## config.mk

```make
export PLATFORM = sky130hd
export DESIGN_NAME = gate_driver_flat
export DESIGN_NICKNAME = d
export VERILOG_FILES = /design/src/rtl/wirelog_pkg.sv /design/src/rtl/gate_driver_if.sv /design/src/rtl/gate_popcount.sv /design/src/rtl/gate_driver.sv /design/src/flat_wrapper.sv
export SDC_FILE = /design/constraint.sdc
export NUM_CORES = 1
export LEC_CHECK = 0
export ABC_AREA = 0
export BUFFER_PORTS_ARGS = -buffer_cell sky130_fd_sc_hd__buf_2
export CORE_UTILIZATION = 46
export DETAILED_ROUTE_END_ITERATION = 8
export GPL_TIMING_DRIVEN = 0
export PLACE_DENSITY_LB_ADDON = 0.05
export SYNTH_ARGS = -nofsm -noshare
export SYNTH_HDL_FRONTEND = slang
export SYNTH_HIERARCHICAL = 1
export SYNTH_SLANG_ARGS = --single-unit
```

## constraint.sdc

```tcl
create_clock -name clk -period 2.5 [get_ports clk]
set_input_delay 0.25 -clock clk [delete_from_list [all_inputs] [get_ports clk]]
set_output_delay 0.25 -clock clk [all_outputs]
set_load 0.05 [all_outputs]
```

## src/rtl/wirelog_pkg.sv

```systemverilog
// Shared types and default sizing for the wire-logic gate driver family.
package wirelog_pkg;

  localparam int N_SRC_DEF = 4;
  localparam int CNT_W_DEF = 4;

  // Frame-level emission state of the gate driver.
  typedef enum logic [1:0] {
    IDLE  = 2'd0,
    ARMED = 2'd1,
    SPENT = 2'd2
  } gate_state_e;

endpackage

```

## src/rtl/gate_driver_if.sv

```systemverilog
// Trigger/frame inputs and wire/status outputs of the gate driver.
interface gate_driver_if
  import wirelog_pkg::*;
#(
  parameter int N_SRC = N_SRC_DEF,
  parameter int CNT_W = CNT_W_DEF
);

  logic             logic_reset;
  logic [N_SRC-1:0] trig;
  logic             wire_out;
  logic             fire;
  logic [CNT_W-1:0] pending;
  logic             overflow;

  modport master (
    output logic_reset, trig,
    input  wire_out, fire, pending, overflow
  );

  modport slave (
    input  logic_reset, trig,
    output wire_out, fire, pending, overflow
  );

endinterface

```

## src/rtl/gate_popcount.sv

```systemverilog
// Combinational count of set bits in a vector.
module gate_popcount #(
  parameter int N = 4
) (
  input  logic [N-1:0]             vec,
  output logic [$clog2(N+1)-1:0]   count
);

  localparam int CW = $clog2(N + 1);

  // Sum the individual bits of vec.
  always_comb begin
    count = '0;
    for (int i = 0; i < N; i++) begin
      count = count + CW'(vec[i]);
    end
  end

endmodule

```

## src/rtl/gate_driver.sv

```systemverilog
// Gate driver: accumulates trigger requests and emits at most one wire
// toggle per logic frame, with a saturating pending counter.
module gate_driver
  import wirelog_pkg::*;
#(
  parameter int N_SRC = N_SRC_DEF,
  parameter int CNT_W = CNT_W_DEF
) (
  input  logic        clk,
  input  logic        reset,
  gate_driver_if.slave bus
);

  localparam int PC_W  = $clog2(N_SRC + 1);
  localparam int SUM_W = CNT_W + PC_W;
  localparam logic [SUM_W-1:0] PEND_MAX = {{PC_W{1'b0}}, {CNT_W{1'b1}}};

  gate_state_e      state, state_nx;
  logic [CNT_W-1:0] pending, pend_nx;
  logic [PC_W-1:0]  trig_cnt;
  logic [SUM_W-1:0] sum;
  logic             emit;
  logic             drop;
  logic             wire_q;
  logic             fire_q;
  logic             overflow_q;

  gate_popcount #(.N(N_SRC)) u_popcount (
    .vec   (bus.trig),
    .count (trig_cnt)
  );

  // Next-state, next-pending and emission decision for this cycle.
  always_comb begin
    // NOTE: every output of this block gets a default first so no path
    // leaves a variable unassigned, which would infer a latch.
    state_nx = state;
    emit     = (state == ARMED) && !bus.logic_reset;
    sum      = SUM_W'(pending) + SUM_W'(trig_cnt) - SUM_W'(emit);
    drop     = 1'b0;
    pend_nx  = sum[CNT_W-1:0];

    if (sum > PEND_MAX) begin
      pend_nx = {CNT_W{1'b1}};
      drop    = 1'b1;
    end

    unique case (state)
      IDLE:    if (pend_nx != '0) state_nx = ARMED;
      ARMED:   if (emit) state_nx = SPENT;
      SPENT:   if (bus.logic_reset) state_nx = (pend_nx != '0) ? ARMED : IDLE;
      default: state_nx = IDLE;
    endcase
  end

  // State, counter and output registers; reset wins over everything.
  always_ff @(posedge clk) begin
    // NOTE: non-blocking assignments so every register samples values from
    // before the edge, independent of statement order.
    if (reset) begin
      state      <= IDLE;
      pending    <= '0;
      wire_q     <= 1'b0;
      fire_q     <= 1'b0;
      overflow_q <= 1'b0;
    end else begin
      state   <= state_nx;
      pending <= pend_nx;
      fire_q  <= emit;
      if (emit) wire_q <= ~wire_q;
      if (drop) overflow_q <= 1'b1;
    end
  end

  assign bus.wire_out = wire_q;
  assign bus.fire     = fire_q;
  assign bus.pending  = pending;
  assign bus.overflow = overflow_q;

endmodule

```

## src/flat_wrapper.sv

```systemverilog
// flat-port wrapper written by rule: the top's interface ports become plain ports
module gate_driver_flat import wirelog_pkg::*;
#(
  parameter int N_SRC = N_SRC_DEF,
  parameter int CNT_W = CNT_W_DEF
)
  (clk, reset, bus_logic_reset, bus_trig, bus_wire_out, bus_fire, bus_pending, bus_overflow);
  gate_driver_if #(.N_SRC(N_SRC), .CNT_W(CNT_W)) bus_i ();
  input  logic clk;
  input  logic reset;
  input wire logic [$bits(bus_i.logic_reset)-1:0] bus_logic_reset;
  input wire logic [$bits(bus_i.trig)-1:0] bus_trig;
  output wire logic [$bits(bus_i.wire_out)-1:0] bus_wire_out;
  output wire logic [$bits(bus_i.fire)-1:0] bus_fire;
  output wire logic [$bits(bus_i.pending)-1:0] bus_pending;
  output wire logic [$bits(bus_i.overflow)-1:0] bus_overflow;
  assign bus_i.logic_reset = bus_logic_reset;
  assign bus_i.trig = bus_trig;
  assign bus_wire_out = bus_i.wire_out;
  assign bus_fire = bus_i.fire;
  assign bus_pending = bus_i.pending;
  assign bus_overflow = bus_i.overflow;
  gate_driver #(.N_SRC(N_SRC), .CNT_W(CNT_W)) u_core (.clk(clk), .reset(reset), .bus(bus_i));
endmodule
```

==> impl_results.md <==
* Ports at 14
* Via count of the first global-routing pass at between 400 and 500
* Fin worst setup slack at -0.00367 ns
* Pin slew with the least headroom to its limit at approximately 0.36 ns
* Average cell area after synthesis at 8.90 um2
* Busiest metal layer after global routing: met2
* Critical R2R Launch: u_core/state[0]
* Final non-filler cell area at 860 um2
* Wire per inst at approximately 10 um
* Highest clock rate at 399 MHz
* Count of final hold-check violations at 0
* Die area at approximately 1500 um2
* MaxCap Viol Count at 0
* Deepest clock path buffer count at 2
* Most Frequent Cell on Critical Path: sky130_fd_sc_hd__inv_2
* Met2 routing resource usage after global routing at 0.300
* Synth top area share at 0.285
* Primary FF master, synth: sky130_fd_sc_hd__dfxtp_1
* Post-synthesis cell type with the largest combined area: sky130_fd_sc_hd__dfxtp_1
* Sequential cell area fraction in the yosys report at 0.285
* Arrival time at the worst endpoint at 2.63 ns
* H-tree levels at 1
* Clock latency at the later pin of the worst-skew pair at 0.25 ns
* Status: finished with violations
* Tightest Hold Check Type: in -> reg
* Met3 track utilization from global routing at 0.0173
* Unrepaired setup endpoints after global routing: yes
* Most frequent cells after synthesis: 22 x sky130_fd_sc_hd__inv_1, 10 x sky130_fd_sc_hd__ha_1, 9 x sky130_fd_sc_hd__dfxtp_1
* Path depth of the worst reg2reg path at 10
* Antenna violations before repair at 0
* CP cell instances: buf_6, inv_2, fa_1, inv_2, ha_4, inv_2, ha_4, inv_2, ha_4, fa_2, nand3_2, a21oi_4, nor3_4, a41oi_2
* Global routing met1 resource utilization at 0.184
* Starting DRT DRC Count at 2
* Library cell used as clock root buffer: sky130_fd_sc_hd__clkbuf_4
* Failing checks: negative setup slack
* Post-Synthesis Net Count at 90
* Unique cell type count in the Yosys netlist at 20
* Die X-Extent at 39.1 um
* Total setup buffers inserted after CTS at 0
* Worst setup path endpoint: u_core/state[0]
* Setup Viol. Count Final at 1
* Most common cell in the synthesized netlist: sky130_fd_sc_hd__inv_1
* Detail Placement HPWL at 883 um
* Number of antenna-violating nets in the routed design at 0
* Mapped Cells at 71
* Yosys Warn Count at 6
* Highest cell delay on the worst timing path at about 0.55 ns
* R2r endpoint: u_core/state[0]
* Clk sinks at 9
* Global-route wire length before repair at 1700 um
* Standard cell area after detailed placement at 822 um2
* Largest fanout on the critical path at 5
* Post-route DRC at 0
* Share of final-layout standard cells stronger than drive strength 1 at 0.448
* Height of the chip at 39.1 um
* Syn Std Cell Area at roughly 630 um2
* Capturing element type of the critical path: flip-flop
* Final slew viol count at 0
* Worst hold slack at 0.209 ns
* Clock transition at the registers of the reported paths at 0.06 ns
* Count of flip-flops with a built-in enable after synthesis at 0
* Total inserted antenna cells at 0
* Data required, critical path at 2.62 ns
* CTS tree: yes
* Number of flip-flops and latches in the synthesized netlist at 9
* Share of async-settable or async-resettable flops after synthesis at 0
* Min Tclk post-route at between 2 and 3 ns
* Standard-cell row count at 12
* Area of the core at 1190 um2
* Total track usage at 0.167
* I/O Buffers at 12
* Relative max-transition margin at 0.759
* Inserted Clock Buffers at 3
* Launch point of the worst path: bus_trig[0]
* Remaining Overflow, GRT at 0
* Initial Util at 0.533
* Final Wtd Congestion at 0.685
* Largest net degree at the start of global routing at 10
* Setup Skew at 0.00107 ns
* Net count of the finished layout at between 100 and 150
* Slowest CP cell: sky130_fd_sc_hd__fa_1
* Hold Buf Count CTS at 0
* Relative area change from synthesis to final layout at 36.0%
* Pre-Repair DR Iteration Count at 2
* Cells taking the most area after synthesis: sky130_fd_sc_hd__dfxtp_1 29%, sky130_fd_sc_hd__ha_1 20%, sky130_fd_sc_hd__inv_1 13%
* Detailed-route via count at 491
* Vias per std cell at 4.86
* Portion of the clock cycle consumed by the worst path in the final layout at 1.00
* Classification of the worst setup path: in -> reg
* Pre-CTS setup slack at -0.344 ns
* R2R setup slack at 0.20 ns
* Routed Wire Length at 1030 um
* Nature of the critical path startpoint: input pin
routing by layer:
| metal | up-vias | wire [um] | part of all wire |
|---|---|---|---|
| met4 | 0 | 11 | 0.011 |
| met1 | 222 | 471 | 0.46 |
| met3 | 2 | 31 | 0.030 |
| li1 | 259 | - | - |
| met2 | 8 | 519 | 0.50 |
| met5 | - | 0 | 0 |
worst min path at each step:
stage	startpoint	end	slack [ns]	cells after the start
6_report	bus_logic_reset	u_core/bus.fire	0.21	2
5_1_grt	bus_logic_reset	u_core/state[1]	0.22	2
4_1_cts	bus_logic_reset	u_core/bus.fire	0.21	2
3_5_place_dp	u_core/bus.overflow	u_core/bus.overflow	0.44	2
3_3_place_gp	u_core/bus.overflow	u_core/bus.overflow	0.44	2
2_1_floorplan	bus_logic_reset	u_core/bus.fire	0.33	1
state kept, by name, indices dropped and copies added, names as in the netlist:
name                 cells
u_core/bus.fire          1
u_core/bus.overflow      1
u_core/bus.pending       4
u_core/bus.wire_out      1
u_core/state             2
logic make-up after synthesis:
group,count (synthesis),synth area share
AO/OA/AOI/OAI,12,0.133
XOR/XNOR,4,0.0555
adder cells (fa/ha/maj),12,0.261
buffers and inverters,23,0.137
flip-flops,9,0.285
AND/OR/NAND/NOR,11,0.129
area by class of cell:
type	instances	area (um2)
buffer	1	3.75
inverter	22	92.6
multi-input combinational	39	470
tap	14	17.5
sequential	9	180
clock buffer	4	26.3
timing repair buffer	12	68.8
fill	87	327
worst max-delay path, delay by kind of cell:
family / cells / cell delay (ns)
fa+ha+maj: 5 / 1.60
simple gates: 2 / 0.36
buf+inv: 5 / 0.21
compound gates: 2 / 0.21
metrics by stage:
step / utilization / TNS, ns / cells
final: 0.725 / -0.00367 / 101
after global routing: 0.725 / -0.444 / 101
after CTS: 0.725 / -0.0784 / 101
after detailed placement: 0.693 / -1.80 / 97
after global placement: 0.693 / -1.78 / 97
after floorplan: - / -0.369 / 71
cell usage in the layout (no fill, tap or decap), drive strengths merged, types with 2 or more instances in the layout:
cell type,netlist,routed
a21oi,8,8
dfxtp,9,9
clkbuf,1,5
ha,10,10
nor4,2,2
fa,2,2
xor2,2,2
inv,22,22
buf,0,12
xnor2,2,2
nor2,2,2
nor3,4,4
repair_timing:
action | 4_1_cts | 5_1_grt
resized for setup | 5 | 0
hold endpoints to repair | 0 | 0
pin swaps | 10 | 6
endpoints found under the setup margin | 6 | 6
Power is not shown: default switching activity piles up to over one toggle a cycle in this logic, so the estimate is an artifact.
